### src/rtl/mdu_iter_if.sv
// Handshake/operand bundle between issue logic and the iterative MDU.
// Signals: start, op[2:0], rs_val[31:0], rt_val[31:0] (master to slave);
//          busy, done, hi[31:0], lo[31:0] (slave to master).
interface mdu_iter_if;
    logic        start;
    logic [2:0]  op;
    logic [31:0] rs_val;
    logic [31:0] rt_val;
    logic        busy;
    logic        done;
    logic [31:0] hi;
    logic [31:0] lo;

    modport master (
        output start, op, rs_val, rt_val,
        input  busy, done, hi, lo
    );

    modport slave (
        input  start, op, rs_val, rt_val,
        output busy, done, hi, lo
    );
endinterface

### src/rtl/mdu_iter.sv
// Iterative multiply/divide unit with HI/LO registers (32-step shift-add
// multiply, 32-step restoring divide, MTHI/MTLO writes).
// Ports: clk, rst (sync, active-high), bus (mdu_iter_if.slave).
// Optional divider: define MDU_DIV_EN to build the divide datapath.
module mdu_iter (
    input  logic      clk,
    input  logic      rst,
    mdu_iter_if.slave bus
);
    localparam logic [2:0] OP_MULT  = 3'b000;
    localparam logic [2:0] OP_MULTU = 3'b001;
    localparam logic [2:0] OP_DIV   = 3'b010;
    localparam logic [2:0] OP_DIVU  = 3'b011;
    localparam logic [2:0] OP_MTHI  = 3'b100;
    localparam logic [2:0] OP_MTLO  = 3'b101;

    localparam logic [1:0] IDLE = 2'd0;
    localparam logic [1:0] RUN  = 2'd1;
    localparam logic [1:0] FIN  = 2'd2;

    logic [1:0]  state;
    logic [4:0]  cnt;
    // acc:lsw is the 64-bit product (mult) or remainder:quotient (div)
    logic [31:0] acc;
    logic [31:0] lsw;
    logic [31:0] mcand;
    logic        neg_lo;
    logic        done_q;
    logic [31:0] hi_q;
    logic [31:0] lo_q;

    logic        is_signed;
    logic        rs_neg;
    logic        rt_neg;
    logic [31:0] rs_mag;
    logic [31:0] rt_mag;
    logic [32:0] mul_sum;
    logic [63:0] prod;
    logic [63:0] prod_fix;

    // MULT and DIV have op[0]=0; the others treat operands as unsigned
    assign is_signed = ~bus.op[0];
    assign rs_neg    = is_signed & bus.rs_val[31];
    assign rt_neg    = is_signed & bus.rt_val[31];
    assign rs_mag    = rs_neg ? (32'd0 - bus.rs_val) : bus.rs_val;
    assign rt_mag    = rt_neg ? (32'd0 - bus.rt_val) : bus.rt_val;

    assign mul_sum  = {1'b0, acc} + (lsw[0] ? {1'b0, mcand} : 33'd0);
    assign prod     = {acc, lsw};
    assign prod_fix = neg_lo ? (64'd0 - prod) : prod;

`ifdef MDU_DIV_EN
    logic        is_div;
    logic        neg_hi;
    logic [32:0] div_shift;
    logic        div_ge;
    logic [31:0] div_diff;

    // partial remainder is always below the divisor, so the low 32 bits
    // of the difference are exact whenever the subtract is taken
    assign div_shift = {acc, lsw[31]};
    assign div_ge    = div_shift >= {1'b0, mcand};
    assign div_diff  = div_shift[31:0] - mcand;
`endif

    always_ff @(posedge clk) begin
        if (rst) begin
            state  <= IDLE;
            cnt    <= 5'd0;
            acc    <= 32'd0;
            lsw    <= 32'd0;
            mcand  <= 32'd0;
            neg_lo <= 1'b0;
            done_q <= 1'b0;
            hi_q   <= 32'd0;
            lo_q   <= 32'd0;
`ifdef MDU_DIV_EN
            is_div <= 1'b0;
            neg_hi <= 1'b0;
`endif
        end else begin
            done_q <= 1'b0;
            case (state)
                IDLE: begin
                    if (bus.start) begin
                        case (bus.op)
                            OP_MULT, OP_MULTU: begin
                                state  <= RUN;
                                cnt    <= 5'd0;
                                acc    <= 32'd0;
                                lsw    <= rt_mag;
                                mcand  <= rs_mag;
                                neg_lo <= rs_neg ^ rt_neg;
`ifdef MDU_DIV_EN
                                is_div <= 1'b0;
                                neg_hi <= 1'b0;
`endif
                            end
                            OP_DIV, OP_DIVU: begin
`ifdef MDU_DIV_EN
                                state  <= RUN;
                                cnt    <= 5'd0;
                                acc    <= 32'd0;
                                lsw    <= rs_mag;
                                mcand  <= rt_mag;
                                is_div <= 1'b1;
                                // divide by zero keeps the all-ones quotient
                                neg_lo <= (rs_neg ^ rt_neg)
                                          & (bus.rt_val != 32'd0);
                                neg_hi <= rs_neg;
`else
                                done_q <= 1'b1;
`endif
                            end
                            OP_MTHI: begin
                                hi_q   <= bus.rs_val;
                                done_q <= 1'b1;
                            end
                            OP_MTLO: begin
                                lo_q   <= bus.rs_val;
                                done_q <= 1'b1;
                            end
                            default: ;
                        endcase
                    end
                end
                RUN: begin
                    cnt <= cnt + 5'd1;
                    if (cnt == 5'd31) state <= FIN;
`ifdef MDU_DIV_EN
                    if (is_div) begin
                        acc <= div_ge ? div_diff : div_shift[31:0];
                        lsw <= {lsw[30:0], div_ge};
                    end else begin
                        acc <= mul_sum[32:1];
                        lsw <= {mul_sum[0], lsw[31:1]};
                    end
`else
                    acc <= mul_sum[32:1];
                    lsw <= {mul_sum[0], lsw[31:1]};
`endif
                end
                FIN: begin
                    state  <= IDLE;
                    done_q <= 1'b1;
`ifdef MDU_DIV_EN
                    if (is_div) begin
                        lo_q <= neg_lo ? (32'd0 - lsw) : lsw;
                        hi_q <= neg_hi ? (32'd0 - acc) : acc;
                    end else begin
                        hi_q <= prod_fix[63:32];
                        lo_q <= prod_fix[31:0];
                    end
`else
                    hi_q <= prod_fix[63:32];
                    lo_q <= prod_fix[31:0];
`endif
                end
                default: state <= IDLE;
            endcase
        end
    end

    assign bus.busy = (state != IDLE);
    assign bus.done = done_q;
    assign bus.hi   = hi_q;
    assign bus.lo   = lo_q;
endmodule

### src/flat_wrapper.sv
// flat-port wrapper written by rule: the top's interface ports become plain ports
module mdu_iter_flat 
  (clk, rst, bus_start, bus_op, bus_rs_val, bus_rt_val, bus_busy, bus_done, bus_hi, bus_lo);
  mdu_iter_if bus_i ();
  input  logic clk;
  input  logic rst;
  input wire logic [$bits(bus_i.start)-1:0] bus_start;
  input wire logic [$bits(bus_i.op)-1:0] bus_op;
  input wire logic [$bits(bus_i.rs_val)-1:0] bus_rs_val;
  input wire logic [$bits(bus_i.rt_val)-1:0] bus_rt_val;
  output wire logic [$bits(bus_i.busy)-1:0] bus_busy;
  output wire logic [$bits(bus_i.done)-1:0] bus_done;
  output wire logic [$bits(bus_i.hi)-1:0] bus_hi;
  output wire logic [$bits(bus_i.lo)-1:0] bus_lo;
  assign bus_i.start = bus_start;
  assign bus_i.op = bus_op;
  assign bus_i.rs_val = bus_rs_val;
  assign bus_i.rt_val = bus_rt_val;
  assign bus_busy = bus_i.busy;
  assign bus_done = bus_i.done;
  assign bus_hi = bus_i.hi;
  assign bus_lo = bus_i.lo;
  mdu_iter u_core (.clk(clk), .rst(rst), .bus(bus_i));
endmodule
### config.mk
export PLATFORM = sky130hd
export DESIGN_NAME = mdu_iter_flat
export DESIGN_NICKNAME = d
export VERILOG_FILES = /design/src/rtl/mdu_iter_if.sv /design/src/rtl/mdu_iter.sv /design/src/flat_wrapper.sv
export SDC_FILE = /design/constraint.sdc
export NUM_CORES = 1
export LEC_CHECK = 0
export ABC_AREA = 1
export BUFFER_PORTS_ARGS = -buffer_cell sky130_fd_sc_hd__buf_2
export CAP_MARGIN = 20
export CELL_PAD_IN_SITES_DETAIL_PLACEMENT = 0
export CELL_PAD_IN_SITES_GLOBAL_PLACEMENT = 2
export CORE_ASPECT_RATIO = 2
export CORE_MARGIN = 4
export CORE_UTILIZATION = 34
export DETAILED_ROUTE_END_ITERATION = 12
export PLACE_DENSITY_LB_ADDON = 0.1
export SYNTH_ARGS = -nofsm -noshare
export SYNTH_HDL_FRONTEND = slang
export SYNTH_SLANG_ARGS = --single-unit
### constraint.sdc
create_clock -name clk -period 4.6 [get_ports clk]
set_input_delay 0.92 -clock clk [delete_from_list [all_inputs] [get_ports clk]]
set_output_delay 0.92 -clock clk [all_outputs]
set_load 0.01 [all_outputs]
==> results.py, run 1 <==
metrics = {
    "synthesis": {
        "avgSynthCellArea_sq_um": 5.74,
        "ys_types": 48,
        "yosysWarningCount": 0,
        "syn_nets": 2490,
        "synthTopCellsByArea": "dfxtp_1, nand2_1, inv_1",
        "yosysSeqAreaShare_pct": 24.7,
        "async_flop_share_pct": 0,
        "ys_dominant_reg_cell": "dfxtp_1",
        "syn_inst": 2382,
        "synth_top_area_cell": "dfxtp_1",
        "syn_area_sq_um": 13700,
        "ys_ff_latch": 169,
        "yosys.area.top_type_share_pct": 24.7,
        "synth_edf_count": 0,
    },
    "finish": {
        "multi_input_area_sq_um": 8590,
        "n_antenna_cell": 0,
        "regArea_sq_um": 3380,
        "fin_area_sq_um": 15300,
        "fin_util_pct": 38.7,
        "layout.nets": 2578,
        "syn2layout_area_growth_pct": 11.9,
        "fillers": 4627,
        "final_cell_count_no_fill": 3008,
        "drive_above_1_share_pct": 10.8,
    },
    "cts": {
        "path_clk_slew_ps": 80,
        "postCtsResizedCells": 0,
        "clock_sinks": 169,
        "tritoncts": "yes",
        "cts_made_buffers": 17,
        "clockRootBuffer": "clkbuf_16",
        "ctsHoldBuffers": 0,
        "worstSkewPairLatency_ps": 460,
        "post-cts-setup-buffers": 0,
        "htree_levels": 4,
        "clockBufferDepth": 2,
    },
    "power_and_ir_drop": {
        "swShare_pct": 35.4,
        "p_per_area_nw_per_um2": 250,
        "pwr-share-clk_pct": 37.9,
        "switchingPower_w": 0.00135,
        "intPower_w": 0.00247,
        "comb_power_share_pct": 21.0,
        "ir_drop_uv": 237,
        "power_frac_seq_pct": 41.1,
        "p_leak_nw": 7.96,
    },
    "critical_path": {
        "cp.arrival_ps": 3270,
        "crit_type": "reg -> reg",
        "crit_path_start_kind": "flop",
        "path_buf_inv": 4,
        "r2r_cells": 16,
        "crit_path_top_delay_cell": "fa_1",
        "path_delay_family": "simple AND/OR/NAND/NOR gates",
        "required_ps": 4910,
        "cp_max_fo": 35,
        "rrSetupSlack_ps": 1640,
        "r2r_end": "u_core.acc[29]$_SDFFE_PP0P_",
        "reg2reg_from": "u_core.lsw[0]$_SDFFE_PP0P_",
        "critPathMaxStageDelay_ps": 390,
        "cp_cell_sequence": "buf_4 > nand2_1 > inv_1 > ha_1 > inv_1 > fa_1 > inv_1 > nand2_1 > nand3b_1 > nand2_1 > nand2_1 > nand2_1 > nand2_1 > nand2_1 > nand3_1 > a21oi_1",
        "critPathCaptureType": "flop",
        "cp-startpoint": "u_core.lsw[0]$_SDFFE_PP0P_",
        "crit_top_cell": "nand2_1",
    },
    "sta": {
        "finalSetupViolCount": 0,
        "finClkSkew_ps": 12.7,
        "layout_min_cycle_time_ps": 2960,
        "slew_viol_final": 0,
        "fmaxAchievable_ghz": 0.338,
        "rsz0062_at_grt": "no",
        "tightest_slew_ps": 1040,
        "fin_tns_setup_ps": 0,
        "fin_hold_ws_ps": 494,
        "hold_violations": 0,
        "fin_crit_sh_pct": 64.3,
        "relSlewSlack_pct": 30.5,
    },
    "placed_design": {
        "port_buffers": 135,
        "routabilityCongestion": 0.951,
        "place_area_sq_um": 14700,
        "dp_hpwl_mm": 56.8,
        "dp_cells": 2976,
    },
    "global_route": {
        "overflow": 0,
        "grt_pass1_wl_mm": 101,
        "antenna_found_initial": 0,
        "grt_max_degree": 88,
        "grt_pass1_vias": 15934,
        "grt_use_total_pct": 31.7,
    },
    "job": {
        "drv_cap": 0,
    },
    "routing": {
        "antenna_left": 0,
        "wl_per_cell_um": 23.1,
        "vias_per_cell": 5.24,
        "drtIter0Drc": 938,
        "drc": 0,
        "vias": 15756,
        "wirelength_mm": 69.4,
        "dr.pass1.iters": 6,
    },
    "floorplanning": {
        "rows": 103,
        "dieWidth_um": 150,
        "floorplan.initialDensity_pct": 34.6,
        "dieArea_sq_um": 43700,
        "core_area_sq_um": 39600,
        "die_y_um": 292,
        "ios": 136,
    },
    "worst_hold_path": {
        "worst_hold_startpoint": "u_core.cnt[0]$_SDFFE_PP0P_",
        "hold_depth": 1,
        "holdPathEnd": "u_core.cnt[0]$_SDFFE_PP0P_",
        "hp-class": "reg -> reg",
    },
    "status": {
        "status": "finished, final reports clean",
    },
}
## final cells by class
class	instances	area share (%)
Multi-Input combinational cell	1782	56.1
Sequential cell	169	22.1
Inverter	349	8.57
Timing Repair Buffer	151	5.20
Tap cell	525	4.29
Clock buffer	19	2.96
Clock inverter	13	0.711
## sequential cells by signal, indices dropped and copies added, names as in the netlist
register / count
u_core.acc: 32
u_core.bus.hi: 32
u_core.bus.lo: 32
u_core.lsw: 32
u_core.mcand: 32
u_core.cnt: 5
u_core.state: 2
u_core.bus.done: 1
u_core.neg_lo: 1
## cell usage after synthesis, types with 4 or more instances
cell and count:
dfxtp_1 169, o21ai_0 126, buf_4 5, a21oi_2 4
or2_2 15, a32o_1 4, clkbuf_1 33, a31oi_1 16
o221ai_1 4, o21bai_1 6, nand3b_1 17, a21oi_1 145
and2_1 4, buf_2 33, xor2_1 16, nor2_1 319
o21ai_1 13, ha_1 37, o211ai_1 7, buf_1 8
inv_2 14, nand2_1 668, o22ai_1 20, nor3_1 16
inv_1 334, o21a_1 7, nand3_1 238, a22oi_1 4
nor2_4 8, nand4_1 37, nor2_2 7, nand2_2 14
nand2_4 5
## routing by layer
metal,GRT usage (%),wire (um),share of wire [%]
met4,26.5,7070,10
met2,60.9,37600,54
met1,28.6,22300,32
met5,0,0,0
met3,3.73,2420,3.5
## placed cells by master, fill, tap and decap left out, drive strengths merged, types with 6 or more instances in the layout
cell | Yosys | final
o21bai | 6 | 6
a21oi | 149 | 149
o22ai | 20 | 20
inv | 348 | 354
a31oi | 16 | 16
or2 | 16 | 16
buf | 49 | 151
nand2 | 687 | 687
nor3 | 18 | 18
clkbuf | 33 | 19
xor2 | 16 | 16
o211ai | 7 | 7
nor2 | 337 | 337
nand3b | 17 | 17
o21a | 7 | 7
clkinv | 1 | 6
dfxtp | 169 | 169
ha | 37 | 37
o21ai | 144 | 144
nand3 | 243 | 243
nand4 | 37 | 37
## per-stage QoR
stage | worst slack [ps] | power, W
4_1_cts | 1670 | 0.00385
5_1_grt | 1440 | 0.00398
3_3_place_gp | 1670 | 0.00241
2_1_floorplan | 2350 | 0.00207
6_report | 1640 | 0.00382
3_5_place_dp | 1680 | 0.00241
## logic make-up (layout without fill, tap and decap cells)
group	after synthesis	after routing	synth area share [%]
flip-flops	169	169	24.7
XOR/XNOR	16	16	1.03
adder cells (fa/ha/maj)	38	38	3.53
AND/OR/NAND/NOR	1362	1362	43.3
AO/OA/AOI/OAI	366	366	14.9
buffers and inverters	431	532	12.4
## how the worst max path moves through the flow
stage,to,slack [ps],depth (start not counted)
detailed placement,u_core.lsw[17]$_SDFFE_PP0P_,1680,12
global route,u_core.acc[29]$_SDFFE_PP0P_,1440,16
finish,u_core.acc[29]$_SDFFE_PP0P_,1640,16
global placement,u_core.acc[29]$_SDFFE_PP0P_,1670,16
floorplan,u_core.acc[15]$_SDFFE_PP0P_,2350,17
CTS,u_core.acc[29]$_SDFFE_PP0P_,1670,16
## power by group through the flow
stage	logic [W]	registers (W)	clock network, W
global placement	0.000800	0.00161	0
finish	0.000802	0.00157	0.00145
global route	0.000869	0.00158	0.00153
detailed placement	0.000801	0.00161	0
CTS	0.000804	0.00157	0.00148
floorplan	0.000481	0.00159	0
(Power assumes the default switching activity.)
==> inputs of run 2 (changes only) <==
--- a/config.mk
+++ b/config.mk
@@ -12,7 +12,7 @@
 export CELL_PAD_IN_SITES_GLOBAL_PLACEMENT = 2
 export CORE_ASPECT_RATIO = 2
 export CORE_MARGIN = 4
-export CORE_UTILIZATION = 34
+export CORE_UTILIZATION = 28
 export DETAILED_ROUTE_END_ITERATION = 12
 export PLACE_DENSITY_LB_ADDON = 0.1
 export SYNTH_ARGS = -nofsm -noshare
==> constraint.sdc (replaced) <==
create_clock -name clk -period 2.5 [get_ports clk]
set_input_delay 0.5 -clock clk [delete_from_list [all_inputs] [get_ports clk]]
set_output_delay 0.5 -clock clk [all_outputs]
set_load 0.01 [all_outputs]
==> results.py, run 2 (synthesized netlist as in run 1, its figures left out) <==
metrics = {
    "status": {
        "status": "finished, final reports clean",
    },
    "cts": {
        "clockBufferDepth": 2,
        "cts_made_buffers": 17,
        "htree_levels": 4,
        "ctsHoldBuffers": 0,
        "clock_sinks": 169,
        "tritoncts": "yes",
        "clockRootBuffer": "clkbuf_16",
        "path_clk_slew_ps": 70,
        "worstSkewPairLatency_ps": 470,
    },
    "power_and_ir_drop": {
        "ir_drop_uv": 319,
        "p_per_area_nw_per_um2": 442,
        "switchingPower_w": 0.00248,
        "intPower_w": 0.00475,
        "p_leak_nw": 8.53,
        "pwr-share-clk_pct": 38.5,
        "comb_power_share_pct": 21.4,
        "total_power_w": 0.00723,
        "swShare_pct": 34.3,
        "power_frac_seq_pct": 40.1,
    },
    "sta": {
        "finClkSkew_ps": 15.6,
        "tightest_slew_ps": 770,
        "slew_viol_final": 0,
        "fin_tns_setup_ps": 0,
        "fin_crit_sh_pct": 97.6,
        "finalSetupViolCount": 0,
        "rsz0062_at_grt": "yes",
        "layout_min_cycle_time_ps": 2440,
        "fmaxAchievable_ghz": 0.410,
        "hold_violations": 0,
        "relSlewSlack_pct": 48.5,
    },
    "critical_path": {
        "crit_path_top_delay_cell": "ha_1",
        "critPathMaxStageDelay_ps": 420,
        "reg2reg_from": "u_core.lsw[0]$_SDFFE_PP0P_",
        "required_ps": 2830,
        "cp_max_fo": 15,
        "r2r_end": "u_core.acc[29]$_SDFFE_PP0P_",
        "cp_cell_sequence": "buf_6 > nand2_1 > inv_1 > ha_1 > nand2_1 > nor2_2 > and2_1 > nand2_1 > nand2_1 > nand2_1 > nand2_1 > nand2_1 > nand3_1 > a21oi_1",
        "crit_path_start_kind": "flop",
        "r2r_cells": 14,
        "crit_top_cell": "nand2_1",
        "cp.arrival_ps": 2770,
        "rrSetupSlack_ps": 60,
        "critPathCaptureType": "flop",
        "path_buf_inv": 2,
        "path_delay_family": "simple AND/OR/NAND/NOR gates",
        "crit_type": "reg -> reg",
    },
    "floorplanning": {
        "core_area_sq_um": 48400,
        "ios": 136,
        "floorplan.initialDensity_pct": 28.3,
        "rows": 114,
        "dieArea_sq_um": 52600,
        "dieWidth_um": 164,
        "die_y_um": 320,
    },
    "finish": {
        "layout.nets": 2679,
        "fillers": 5539,
        "mostFrequentLayoutCell": "nand2_1",
        "final_cell_mix": "nand2_1, inv_1, nor2_1, nand3_1, dfxtp_1",
        "drive_above_1_share_pct": 14.8,
        "syn2layout_area_growth_pct": 19.8,
        "n_antenna_cell": 0,
        "final_cell_count_no_fill": 3221,
    },
    "global_route": {
        "grt_use_total_pct": 28.0,
        "overflow": 0,
        "grt_pass1_wl_mm": 106,
        "grt_max_degree": 112,
        "antenna_found_initial": 0,
        "grt_pass1_vias": 16282,
    },
    "worst_hold_path": {
        "holdPathEnd": "u_core.lsw[28]$_SDFFE_PP0P_",
        "hp-class": "in -> reg",
        "worst_hold_startpoint": "bus_rt_val[28]",
        "hold_depth": 4,
    },
    "routing": {
        "antenna_left": 0,
        "drc": 0,
        "wirelength_mm": 74.3,
        "drtIter0Drc": 994,
        "dr.pass1.iters": 5,
        "wl_per_cell_um": 23.1,
        "vias": 16177,
        "vias_per_cell": 5.02,
    },
    "job": {
        "drv_cap": 0,
    },
    "placed_design": {
        "port_buffers": 135,
        "dp_hpwl_mm": 62.1,
        "routabilityCongestion": 0.957,
        "dp_cells": 3189,
    },
}
[run 2: cell types whose count changed in the layout (fill, tap and decap cells not counted), moves of 2 or more]
cell	delta
nand2_2	+4
nor2_2	+3
inv_8	-2
nand3_1	-3
nor2_1	-3
nand2_1	-4
clkbuf_8	+3
clkinv_2	-2
a21oi_1	-2
buf_12	+8
inv_6	-4
clkinvlp_4	+2
nand3_2	+3
buf_4	+92
[run 2: power groups by stage]
stage	combinational (W)	sequential (W)	clock, W
floorplan	0.000885	0.00293	0
CTS	0.00155	0.00290	0.00285
finish	0.00155	0.00290	0.00278
global route	0.00168	0.00291	0.00294
detailed placement	0.00154	0.00296	0
global placement	0.00154	0.00296	0
[run 2: worst max path at each step]
stage | endpoint | startpoint | cells after the start
3_5_place_dp | u_core.acc[28]$_SDFFE_PP0P_ | u_core.lsw[0]$_SDFFE_PP0P_ | 14
6_report | u_core.acc[29]$_SDFFE_PP0P_ | u_core.lsw[0]$_SDFFE_PP0P_ | 14
4_1_cts | u_core.acc[28]$_SDFFE_PP0P_ | u_core.lsw[0]$_SDFFE_PP0P_ | 14
5_1_grt | u_core.acc[14]$_SDFFE_PP0P_ | u_core.lsw[0]$_SDFFE_PP0P_ | 14
3_3_place_gp | u_core.acc[29]$_SDFFE_PP0P_ | u_core.lsw[0]$_SDFFE_PP0P_ | 14
2_1_floorplan | u_core.acc[15]$_SDFFE_PP0P_ | u_core.lsw[0]$_SDFFE_PP0P_ | 17
[run 2: final cells by class]
| type | instances | area, sq um | area share, % |
|---|---|---|---|
| multi-input cells | 1782 | 8640 | 52.8 |
| flip-flops and latches | 169 | 3390 | 20.7 |
| repair buffers | 252 | 1660 | 10.1 |
| inverters | 349 | 1310 | 8.01 |
| well taps | 638 | 798 | 4.87 |
| clock buffers | 23 | 498 | 3.04 |
| clock inverters | 8 | 86.3 | 0.527 |
[run 2: repair_timing]
| item | in CTS | in global routing |
|---|---|---|
| setup endpoints to repair | 6 | 17 |
| setup buffers | 0 | 1 |
| gates resized for setup | 2 | 14 |
[run 2: worst min-delay path: stages]
cell and delay, ps:
buf_2 100, nand2_1 50, nand3_1 60, nand2_1 40
[run 2: per-stage QoR]
step / hold WS, ps / utilization (%) / worst slack [ps] / cell area (sq um)
floorplan: 429 / - / 247 / 13700
global placement: 463 / 32.5 / -36.6 / 15700
detailed placement: 468 / 32.5 / -34.0 / 15700
CTS: 321 / 33.8 / 1.05 / 16300
global route: 354 / 33.9 / -81.4 / 16400
finish: 330 / 33.9 / 58.8 / 16400
[run 2: metal layers]
| metal | routed length [um] | global-route usage, % | share of wire, % |
|---|---|---|---|
| met2 | 41200 | 55.2 | 55 |
| met1 | 23900 | 24.9 | 32 |
| met5 | 0 | 0 | 0 |
| met3 | 1920 | 2.60 | 2.6 |
| met4 | 7230 | 22.6 | 9.7 |
==> inputs of run 3 (changes only) <==
--- a/config.mk
+++ b/config.mk
@@ -15,6 +15,7 @@
 export CORE_UTILIZATION = 28
 export DETAILED_ROUTE_END_ITERATION = 12
 export PLACE_DENSITY_LB_ADDON = 0.1
+export RECOVER_POWER = 25
 export SYNTH_ARGS = -nofsm -noshare
 export SYNTH_HDL_FRONTEND = slang
 export SYNTH_SLANG_ARGS = --single-unit
==> results.py, run 3 (synthesized netlist as in run 1, its figures left out) <==
metrics = {
    "status": {
        "status": "finished, final reports clean",
    },
    "finish": {
        "final_cell_mix": "nand2_1, inv_1, nor2_1, nand3_1, dfxtp_1",
        "syn2layout_area_growth_pct": 19.3,
        "drive_above_1_share_pct": 12.5,
        "mostFrequentLayoutCell": "nand2_1",
        "layout.nets": 2679,
        "fin_util_pct": 33.7,
        "n_antenna_cell": 0,
    },
    "critical_path": {
        "crit_type": "reg -> reg",
        "crit_path_start_kind": "flop",
        "cp_max_fo": 15,
        "path_buf_inv": 2,
        "critPathMaxStageDelay_ps": 420,
        "rrSetupSlack_ps": 30,
        "required_ps": 2830,
        "critPathCaptureType": "flop",
        "r2r_cells": 14,
        "cp_cell_sequence": "buf_6 > nand2_1 > inv_1 > ha_1 > nand2_1 > nor2_2 > and2_1 > nand2_1 > nand2_1 > nand2_1 > nand2_1 > nand2_1 > nand3_1 > a21oi_1",
        "path_delay_family": "simple AND/OR/NAND/NOR gates",
        "r2r_end": "u_core.acc[29]$_SDFFE_PP0P_",
        "crit_top_cell": "nand2_1",
        "reg2reg_from": "u_core.lsw[0]$_SDFFE_PP0P_",
        "cp.arrival_ps": 2800,
        "crit_path_top_delay_cell": "ha_1",
    },
    "placed_design": {
        "place_ws_ps": -34.0,
        "routabilityCongestion": 0.957,
        "port_buffers": 135,
        "dp_hpwl_mm": 62.1,
    },
    "floorplanning": {
        "dieArea_sq_um": 52600,
        "ios": 136,
        "die_y_um": 320,
        "rows": 114,
        "core_area_sq_um": 48400,
        "floorplan.initialDensity_pct": 28.3,
        "dieWidth_um": 164,
    },
    "global_route": {
        "grt_pass1_wl_mm": 106,
        "grt_use_total_pct": 28.0,
        "overflow": 0,
        "grt_max_degree": 112,
        "antenna_found_initial": 0,
        "grt_pass1_vias": 16282,
    },
    "cts": {
        "worstSkewPairLatency_ps": 470,
        "clockBufferDepth": 2,
        "path_clk_slew_ps": 70,
        "clockRootBuffer": "clkbuf_16",
        "htree_levels": 4,
        "cts_made_buffers": 17,
        "clock_sinks": 169,
        "ctsHoldBuffers": 0,
        "tritoncts": "yes",
    },
    "sta": {
        "finClkSkew_ps": 15.0,
        "relSlewSlack_pct": 49.1,
        "layout_min_cycle_time_ps": 2470,
        "fin_crit_sh_pct": 98.6,
        "fin_ws_ps": 35.0,
        "rsz0062_at_grt": "yes",
        "finalSetupViolCount": 0,
        "hold_violations": 0,
        "fmaxAchievable_ghz": 0.406,
        "slew_viol_final": 0,
        "fin_tns_setup_ps": 0,
        "tightest_slew_ps": 761,
    },
    "job": {
        "drv_cap": 0,
    },
    "worst_hold_path": {
        "hp-class": "in -> reg",
        "hold_depth": 4,
        "worst_hold_startpoint": "bus_rt_val[28]",
        "holdPathEnd": "u_core.lsw[28]$_SDFFE_PP0P_",
    },
    "routing": {
        "wirelength_mm": 74.3,
        "antenna_left": 0,
        "drc": 0,
        "wl_per_cell_um": 23.1,
        "vias_per_cell": 5.05,
        "dr.pass1.iters": 7,
        "drtIter0Drc": 996,
        "vias": 16254,
    },
    "power_and_ir_drop": {
        "p_leak_nw": 8.29,
        "p_per_area_nw_per_um2": 443,
        "ir_drop_uv": 318,
    },
}
run 3: cell types whose count changed in the layout (fill, tap and decap cells not counted):
| cell | previous run | this run |
|---|---|---|
| clkbuf_1 | 1 | 58 |
| buf_2 | 135 | 78 |
| inv_2 | 15 | 14 |
| inv_1 | 332 | 333 |
run 3: metrics by stage:
stage	power (W)	area [sq um]	hold slack (ps)	instances
after detailed placement	0.00450	15700	468	3189
after global routing	0.00752	16300	354	3221
after global placement	0.00450	15700	463	3189
final	0.00722	16300	331	3221
after CTS	0.00730	16300	321	3220
after floorplan	0.00381	13700	429	2382
run 3: cell type report:
type	instances	area, sq um
well taps	638	798
fillers	5577	32000
clock inverters	8	86.3
clock buffers	23	498
multi-input cells	1782	8640
inverters	349	1310
repair buffers	252	1590
flip-flops and latches	169	3390
run 3: worst max path at each step:
| stage | start | end | depth (start not counted) |
|---|---|---|---|
| finish | u_core.lsw[0]$_SDFFE_PP0P_ | u_core.acc[29]$_SDFFE_PP0P_ | 14 |
| global route | u_core.lsw[0]$_SDFFE_PP0P_ | u_core.acc[14]$_SDFFE_PP0P_ | 14 |
| CTS | u_core.lsw[0]$_SDFFE_PP0P_ | u_core.acc[28]$_SDFFE_PP0P_ | 14 |
| detailed placement | u_core.lsw[0]$_SDFFE_PP0P_ | u_core.acc[28]$_SDFFE_PP0P_ | 14 |
| global placement | u_core.lsw[0]$_SDFFE_PP0P_ | u_core.acc[29]$_SDFFE_PP0P_ | 14 |
| floorplan | u_core.lsw[0]$_SDFFE_PP0P_ | u_core.acc[15]$_SDFFE_PP0P_ | 17 |
run 3: layer usage:
metal  vias up  global-route usage [%]  wire (um)
met3       174                    2.60       1890
met5         -                       0          0
met4         0                    22.6       7380
met1      7631                    24.9      24000
met2       429                    55.2      41000
li1       8020                       -          -
run 3: power by group:
part | internal [W] | total [W] | leakage (nW) | switching (W)
combinational | 0.000439 | 0.00154 | 6.64 | 0.00110
sequential | 0.00279 | 0.00290 | 1.37 | 0.000108
clock | 0.00151 | 0.00278 | 0.274 | 0.00128
run 3: repair_timing:
item,in CTS,in global routing
endpoints found under the setup margin,6,17
setup buffers,0,1
gates resized for setup,2,14
gates cloned,0,0
run 3: worst reg2reg max path, stage by stage, from the launching register on:
cell	delay, ps
dfxtp_2	340
buf_6	150
nand2_1	160
inv_1	60
ha_1	420
nand2_1	170
nor2_2	200
and2_1	140
nand2_1	50
nand2_1	170
nand2_1	190
nand2_1	100
nand2_1	50
nand3_1	70
a21oi_1	60
